### config.mk
export PLATFORM = sky130hd
export DESIGN_NAME = seven_seg_capture
export DESIGN_NICKNAME = d
export VERILOG_FILES = /design/src/rtl/seven_seg_capture.sv
export SDC_FILE = /design/constraint.sdc
export NUM_CORES = 1
export LEC_CHECK = 0
export BUFFER_PORTS_ARGS = -buffer_cell sky130_fd_sc_hd__buf_4
export CAP_MARGIN = 20
export CORE_ASPECT_RATIO = 1.25
export CORE_UTILIZATION = 65
export CTS_CLUSTER_DIAMETER = 60
export DETAILED_ROUTE_END_ITERATION = 8
export PLACE_DENSITY = 0.9
export REMOVE_ABC_BUFFERS = 1
export SYNTH_ARGS = -nofsm -noshare
export SYNTH_HDL_FRONTEND = slang
export SYNTH_SLANG_ARGS = --single-unit
### constraint.sdc
create_clock -name clk -period 5.08 [get_ports clk]
set_clock_uncertainty 0.1 [all_clocks]
set_input_delay 0.254 -clock clk [delete_from_list [all_inputs] [get_ports clk]]
set_output_delay 0.254 -clock clk [all_outputs]
set_load 0.03 [all_outputs]
### src/rtl/seven_seg_capture.sv
// seven_seg_capture: snoops a multiplexed active-low 4-digit seven-segment
// scan bus, qualifies each scan slot for stability, decodes the segment
// pattern back to a hex nibble and holds the recovered digits together with
// per-digit valid/error flags.
//
// Optional feature macro: SEVEN_SEG_CAPTURE_SYNC_EN
//   defined   -> 2-flop synchronizer (reset to all-ones) on all 11 input bits
//   undefined -> inputs feed the capture register directly (same-clock loopback)
module seven_seg_capture #(
  parameter int STABLE_CYCLES  = 16,
  parameter int TIMEOUT_CYCLES = 200_000
) (
  input  logic       clk,
  input  logic       rst,
  input  logic [0:6] seg,
  input  logic [3:0] an,
  output logic [3:0] out0,
  output logic [3:0] out1,
  output logic [3:0] out2,
  output logic [3:0] out3,
  output logic [3:0] valid,
  output logic [3:0] err,
  output logic       upd,
  output logic [1:0] upd_idx
);

  localparam int TW = $clog2(TIMEOUT_CYCLES + 1);
  localparam logic [7:0]    STAB_MAX  = 8'(STABLE_CYCLES);
  localparam logic [7:0]    STAB_LAST = 8'(STABLE_CYCLES - 1);
  localparam logic [TW-1:0] TO_MAX    = TW'(TIMEOUT_CYCLES);
  localparam logic [TW-1:0] TO_LAST   = TW'(TIMEOUT_CYCLES - 1);

  // Pattern bit 6 is segment a, bit 0 is segment g. Result is {legal, nibble}.
  function automatic logic [4:0] decode_seg(input logic [6:0] p);
    logic [4:0] d;
    case (p)
      7'b0000001: d = 5'b1_0000;
      7'b1001111: d = 5'b1_0001;
      7'b0010010: d = 5'b1_0010;
      7'b0000110: d = 5'b1_0011;
      7'b1001100: d = 5'b1_0100;
      7'b0100100: d = 5'b1_0101;
      7'b0100000: d = 5'b1_0110;
      7'b0001111: d = 5'b1_0111;
      7'b0000000: d = 5'b1_1000;
      7'b0000100: d = 5'b1_1001;
      7'b0001000: d = 5'b1_1010;
      7'b1100000: d = 5'b1_1011;
      7'b0110001: d = 5'b1_1100;
      7'b1000010: d = 5'b1_1101;
      7'b0110000: d = 5'b1_1110;
      7'b0111000: d = 5'b1_1111;
      default:    d = 5'b0_0000;
    endcase
    return d;
  endfunction

  logic [10:0]   raw_s;
  logic [10:0]   feed_s;
  logic [10:0]   r_r;
  logic [7:0]    stab_r;
  logic          same_s;
  logic          onehot_s;
  logic [1:0]    cap_idx_s;
  logic          capture_s;
  logic [4:0]    dec_s;
  logic [3:0]    out_r [4];
  logic [TW-1:0] tcnt_r [4];
  logic [3:0]    valid_r;
  logic [3:0]    err_r;
  logic          upd_r;
  logic [1:0]    upd_idx_r;

  // seg[0] (segment a) lands in bit 6, matching the decode table layout.
  assign raw_s = {an, seg};

`ifdef SEVEN_SEG_CAPTURE_SYNC_EN
  logic [10:0] sync1_r;
  logic [10:0] sync2_r;

  // Two-stage synchronizer; idles at all-ones (display dark).
  always_ff @(posedge clk or posedge rst) begin
    if (rst) begin
      sync1_r <= 11'h7FF;
      sync2_r <= 11'h7FF;
    end else begin
      sync1_r <= raw_s;
      sync2_r <= sync1_r;
    end
  end

  assign feed_s = sync2_r;
`else
  assign feed_s = raw_s;
`endif

  // Input register and saturating stability counter.
  always_ff @(posedge clk or posedge rst) begin
    if (rst) begin
      r_r    <= 11'h000;
      stab_r <= 8'd0;
    end else begin
      r_r <= feed_s;
      if (feed_s == r_r) begin
        if (stab_r != STAB_MAX) begin
          stab_r <= stab_r + 8'd1;
        end else begin
          stab_r <= stab_r;
        end
      end else begin
        stab_r <= 8'd0;
      end
    end
  end

  // Capture qualification: last step of the stable window on a single selected anode.
  always_comb begin
    same_s    = (feed_s == r_r);
    onehot_s  = 1'b1;
    cap_idx_s = 2'd0;
    case (r_r[10:7])
      4'b1110: cap_idx_s = 2'd0;
      4'b1101: cap_idx_s = 2'd1;
      4'b1011: cap_idx_s = 2'd2;
      4'b0111: cap_idx_s = 2'd3;
      default: onehot_s  = 1'b0;
    endcase
    capture_s = same_s && (stab_r == STAB_LAST) && onehot_s;
    dec_s     = decode_seg(r_r[6:0]);
  end

  // Per-digit timeout counters; a capture restarts that digit's count.
  always_ff @(posedge clk or posedge rst) begin
    if (rst) begin
      for (int k = 0; k < 4; k++) begin
        tcnt_r[k] <= '0;
      end
    end else begin
      for (int k = 0; k < 4; k++) begin
        if (capture_s && (cap_idx_s == 2'(k))) begin
          tcnt_r[k] <= '0;
        end else if (tcnt_r[k] != TO_MAX) begin
          tcnt_r[k] <= tcnt_r[k] + {{(TW-1){1'b0}}, 1'b1};
        end else begin
          tcnt_r[k] <= tcnt_r[k];
        end
      end
    end
  end

  // Digit value/flag registers; a capture takes priority over a timeout.
  always_ff @(posedge clk or posedge rst) begin
    if (rst) begin
      for (int k = 0; k < 4; k++) begin
        out_r[k] <= 4'd0;
      end
      valid_r <= 4'b0000;
      err_r   <= 4'b0000;
    end else begin
      for (int k = 0; k < 4; k++) begin
        if (capture_s && (cap_idx_s == 2'(k))) begin
          if (dec_s[4]) begin
            out_r[k]   <= dec_s[3:0];
            valid_r[k] <= 1'b1;
            err_r[k]   <= 1'b0;
          end else begin
            valid_r[k] <= 1'b0;
            err_r[k]   <= 1'b1;
          end
        end else if (tcnt_r[k] == TO_LAST) begin
          valid_r[k] <= 1'b0;
        end else begin
          valid_r[k] <= valid_r[k];
        end
      end
    end
  end

  // Update strobe and held index of the most recent capture.
  always_ff @(posedge clk or posedge rst) begin
    if (rst) begin
      upd_r     <= 1'b0;
      upd_idx_r <= 2'd0;
    end else begin
      upd_r <= capture_s;
      if (capture_s) begin
        upd_idx_r <= cap_idx_s;
      end else begin
        upd_idx_r <= upd_idx_r;
      end
    end
  end

  assign out0    = out_r[0];
  assign out1    = out_r[1];
  assign out2    = out_r[2];
  assign out3    = out_r[3];
  assign valid   = valid_r;
  assign err     = err_r;
  assign upd     = upd_r;
  assign upd_idx = upd_idx_r;

endmodule

== Yosys cells after proc, flatten, opt, wreduce, memory -nomap -nowiden ==
Index checks and enable logic that the tools add are counted.

* Register bits after elaboration: 118

* Add/sub/neg operators: 5
* Equality and inequality tests: 34
* Mux-type cells: 23
* Reduce and logical (&&, ||, !) cells: 21

{| class="wikitable"
|+ Operators with widths
! kind !! number
|-
| $mux W18 || 8
|-
| $pmux W5 S16 || 1
|-
| $add A18 B1 Y18 const B || 4
|-
| $eq A18 B18 Y1 const B || 4
|-
| $ne A18 B18 Y1 const B || 4
|-
| $eq A7 B6 Y1 const B || 5
|-
| $eq A7 B7 Y1 const B || 4
|-
| $mux W8 || 2
|-
| $reduce_bool A2 Y1 || 8
|-
| $eq A7 B3 Y1 const B || 2
|-
| $eq A7 B4 Y1 const B || 2
|-
| $eq A4 B4 Y1 const B || 3
|-
| $eq A11 B11 Y1 || 1
|-
| $mux W1 || 11
|-
| $add A8 B1 Y8 const B || 1
|-
| $eq A8 B4 Y1 const B || 1
|-
| $ne A8 B5 Y1 const B || 1
|-
| $reduce_and A2 Y1 || 4
|-
| $eq A7 B1 Y1 const B || 1
|-
| $eq A7 B5 Y1 const B || 1
|-
| $logic_not A7 Y1 || 1
|-
| $logic_and A1 B1 Y1 || 6
|-
| $pmux W2 S3 || 1
|-
| $eq A2 B2 Y1 const B || 2
|-
| other kinds (5) || 5
|}

== Longest topological paths before layout ==
* Depth after elaboration: 6
* Mapped depth: 8
* Mapped depth without buffers: 7

== Worst setup path after synthesis ==
Ideal clock, no wire load.

* Path kind: register to register
* From: reg r_r[9]
* To: reg out_r (netlist bit out1[3])
* Library setup time: 121 ps
* Data arrival time: 2,046 ps
* Data required time: 4,859 ps
* Slack: 2,813 ps
* Cell stages (with the launch flop): 8
* Path buffers: 1
* Period minus slack after synthesis: 2,267 ps
* Path through: dfrtp_1 -> buf_2 -> xor2_1 -> nor4_2 -> nand4_2 -> nor4b_4 -> nand2_1 -> a22o_1

* Cells in the longest elaborated chain, start to end: 6

{| class="wikitable"
|+ RTL lines
! what !! line !! text
|-
| start, declared || 60 || <nowiki>logic [10:0] r_r;</nowiki>
|-
| start signal, assigned || 103 || <nowiki>r_r <= feed_s;</nowiki>
|-
| $eq A4 B3 Y1 or $eq A4 B4 Y1 (tied branches) || 121 || <nowiki>case (r_r[10:7])</nowiki>
|-
| $reduce_or A4 Y1 (no line) || - ||
|-
| $mux W1 || 121 ||
|-
| $logic_and A1 B1 Y1 || 128 || <nowiki>capture_s = same_s && (stab_r == STAB_LAST) && onehot_s;</nowiki>
|-
| $logic_and A1 B1 Y1 (*) || 161 || <nowiki>if (capture_s && (cap_idx_s == 2'(k))) begin</nowiki>
|-
| $reduce_and A2 Y1 (no line) (*) || - ||
|-
| end signal, assigned by index || 163 || <nowiki>out_r[k] <= dec_s[3:0];</nowiki>
|-
| end, declared || 67 || <nowiki>logic [3:0] out_r [4];</nowiki>
|}

Mark *: on every way between the ends. The rest lies on a longest branch, timed or not.
A chain may end at the register's enable or synchronous reset.

== Final worst setup path ==
* From: reg r_r[5]
* To: reg out_r (netlist bit out2[0])

* Cells in the longest elaborated chain, start to end: 5

{| class="wikitable"
|+ RTL lines
! what
|-
| parallel branches: the longest is 5 deep, another holds $pmux W5 S16
|}

Parallel ways; which one is timed is not known.

==> summary.txt <==
Yosys
  • Syn Inst Count: between 500 and 600
  • Ys flop type: dfrtp_1
  • YS warnings: 0
  • Yosys reg bits: 118
  • Post-synth EDFFs: 0
  • Syn Area/Cell: 9.83 um2
  • Asr flop ratio synth: 100%
  • Post-Syn Area: 0.00588 mm2
  • Part of the Yosys area used for sequential elements: 50.2%
  • Post-synth cell types: 49

Finish
  • Non-Filler Instances: 783
  • P&R area growth vs syn: 18.8%
  • Fin util: 79.9%
  • Inserted Diodes: 0
  • Share of layout cells above drive strength 1: ~13%
  • Fillcell total: 522
  • Nets: 673

Routing
  • Routed length per instance: 16.2 um
  • Antenna viol nets, final: 0
  • DRT Wirelength: 12,700 um
  • DR vias: 4,622
  • DRT iter0 DRCs: 412
  • Vias per cell: 5.90
  • Drt drc: 0
  • Pre-antenna DRT Iters: 5

Clocking
  • Skew-Pair Late Insertion Delay: 0.52 ns
  • CTS tree: built
  • Clock tree buffer depth: 2
  • Num CTS Buffers: 17
  • Post-cts sizing count: 0
  • Total clock sinks: between 100 and 150
  • Clock Tree Root: clkbuf_8
  • Postcts setup bufs: 0
  • H-tree depth: 4
  • Clock Pin Slew Worst Setup and Hold Paths: roughly 0.06 ns
  • # hold bufs at CTS: 12

Critical path
  • Worst Path Max Fanout: 20
  • CP Class: flip-flop to flip-flop
  • R2r setup slk: 2.12 ns
  • CP max stage delay: about 0.62 ns
  • CP Data Required Time: 5.35 ns
  • Worst r2r src: r_r[5]$_DFF_PP0_
  • CP Launch Type: flip-flop
  • Critical path arrival: 3.24 ns
  • Critical-path cell list: nor4bb_1 > nand3b_1 > nand3_1 > nand3b_1 > o311a_1 > a21oi_1
  • Crit-path leading delay family: simple AND/OR/NAND/NOR gates
  • Worst Path Buf+Inv: 0
  • Slowest library cell on the worst path: nor4bb_1
  • Reg-to-reg critical path endpoint: out2[0]$_DFFE_PP0P_
  • Critical Path End Type: flip-flop
  • Worst r2r path cells: 6
  • Crit path top cell by count: nand3b_1
  • CP Depth: 6

Placed design
  • Port Buf Inserts: 39
  • Placed cell count: 739
  • DPL Wire Length: about 8100 um
  • Final GP Congestion: 0.848

Timing
  • Fmax: approximately 0.34 GHz
  • Max-slew violation count: 0
  • TNS Setup: 0 ns
  • RSZ-0062 raised after global routing: no
  • Worst slew pin tran: 0.935 ns
  • Final setup fails: 0
  • Slew margin rel.: 37.7%
  • Tmin final: 2.96 ns
  • Final Cycle Share: 58.3%
  • Fin. Hold Viols: 0

Global routing
  • Vias in the first global route: between 4,000 and 5,000
  • Tot GR Track Use: 29.5%
  • Largest net degree at the start of global routing: 78
  • GR Overflow Total: 0
  • Initial antenna violation count: 0
  • First-pass GRT wire length: 21,100 um

Power
  • Sequential power share: a little over two fifths
  • Final total power: between 0.002 and 0.0025 W
  • Static leakage: around 3.2 nW
  • Worst-case vdd ir drop: around 0.22 mV
  • Internal Power: 0.00176 W
  • Pwr dens: 317 mW/mm2
  • Clock share of power: between 50 and 60%
  • Logic pwr share: 3.2%
  • Net Sw Frac: between 20% and 30%
  • NetSw: 0.000459 W

Floorplan
  • Die Height: between 100 and 150 um
  • Placement Rows: 38
  • I/O Pins: 40
  • Core Region: 0.00875 mm2
  • Die width: 87.1 um
  • Initial Util: between 60 and 70%
  • Die ar.: 0.00943 mm2

Run status
  • Outcome: finished, final reports clean

Job
  • Total of max-cap violations: 0

Hold path
  • Worst min path class: input pin to flip-flop
  • Hold Crit Endpoint: r_r[0]$_DFF_PP0_
  • Hold Startpoint: seg[6]
  • Hold Crit Depth: 2
## layout by cell type, fill, tap and decap left out, types with 6 or more instances in the layout
cell,instances
a21oi_1,29
nand4_1,15
nor3_1,7
o21ai_0,10
buf_4,44
dfrtp_1,118
mux2i_1,6
nand2_1,41
xor2_1,58
nand3_1,40
nand3b_1,7
ha_1,10
and3_1,17
nor4_1,10
or4_1,6
dlygate4sd3_1,12
xnor2_1,23
inv_1,16
or3_1,7
nor2_1,94
and4_1,7
nand2b_1,9
clkbuf_16,16
## kinds of logic after synthesis
group,count (synthesis),share of synthesized area [%]
compound gates,60,6.28
xor+xnor,81,12.1
fa+ha+maj,10,2.13
buf+inv,40,2.89
flops,118,50.2
mux,7,1.21
simple gates,282,25.2
## per-layer routing
metal	up-vias	routed length, um	GRT usage, %
met5	-	0	0
met4	0	403	14.3
met2	156	6330	47.2
met1	2253	5150	36.8
li1	2176	-	-
met3	37	772	8.17
## worst reg2reg max path, stage by stage, from the launching register on
cell	delay [ns]
dfrtp_1	0.59
nor4bb_1	0.62
nand3b_1	0.15
nand3_1	0.26
nand3b_1	0.62
o311a_1	0.38
a21oi_1	0.09
## synth_stat cells, drive strengths merged (6+ instances only)
cell type  number  share of area [%]
dfrtp         118                 50
nor2           94                6.0
xor2           58                8.6
nand2          41                2.6
nand3          40                3.4
a21oi          29                2.5
xnor2          23                3.4
and3           17                1.8
inv            17                1.1
nand4          16                1.8
buf            12                1.1
nor4           12                1.5
clkbuf         11               0.70
ha             10                2.1
o21ai          10               0.85
nand2b          9               0.96
and4            7                1.0
nand3b          7               0.89
nor3            7               0.60
or3             7               0.74
mux2i           6                1.0
or4             6               0.77
## area by class of cell
class	instances	area, um2	area share [%]
clock buffers	24	470	6.73
repair buffers	56	450	6.45
multi-input cells	440	2780	39.7
inverters	17	66.3	0.949
well taps	120	150	2.15
clock inverters	8	121	1.74
flip-flops and latches	118	2950	42.3
## metrics by stage
step           setup WS, ns  hold WS [ns]  instance area [um2]
2_1_floorplan          1.60         0.185                 5770
3_3_place_gp           2.27         0.285                 6270
3_5_place_dp           2.21         0.284                 6270
4_1_cts                2.20         0.288                 6990
5_1_grt                1.93         0.298                 6990
6_report               2.12         0.304                 6990
## power by group through the flow
stage / clock network, W / registers (W) / logic, W
finish: 0.00119 / 0.000961 / 0.0000702
global route: 0.00125 / 0.000961 / 0.0000786
CTS: 0.00120 / 0.000959 / 0.0000705
detailed placement: 0 / 0.000975 / 0.0000624
global placement: 0 / 0.000974 / 0.0000604
floorplan: 0 / 0.000972 / 0.0000408
## flip-flops by register name (all words and copies together), names as in the netlist
name,cells
out0,4
out1,4
upd,1
r_r,11
err,4
out3,4
stab_r,8
valid,4
upd_idx,2
out2,4
tcnt_r,72
## worst max path at each step
stage                           startpoint  slack [ns]                    to
after global routing      r_r[5]$_DFF_PP0_        1.93   out2[0]$_DFFE_PP0P_
final                     r_r[5]$_DFF_PP0_        2.12   out2[0]$_DFFE_PP0P_
after global placement    r_r[1]$_DFF_PP0_        2.27  valid[2]$_DFFE_PP0P_
after detailed placement  r_r[1]$_DFF_PP0_        2.21  valid[2]$_DFFE_PP0P_
after floorplan                        rst        1.60    err[0]$_DFFE_PP0P_
after CTS                 r_r[1]$_DFF_PP0_        2.20  valid[2]$_DFFE_PP0P_
No activity file was read; power rests on OpenSTA's default activity.
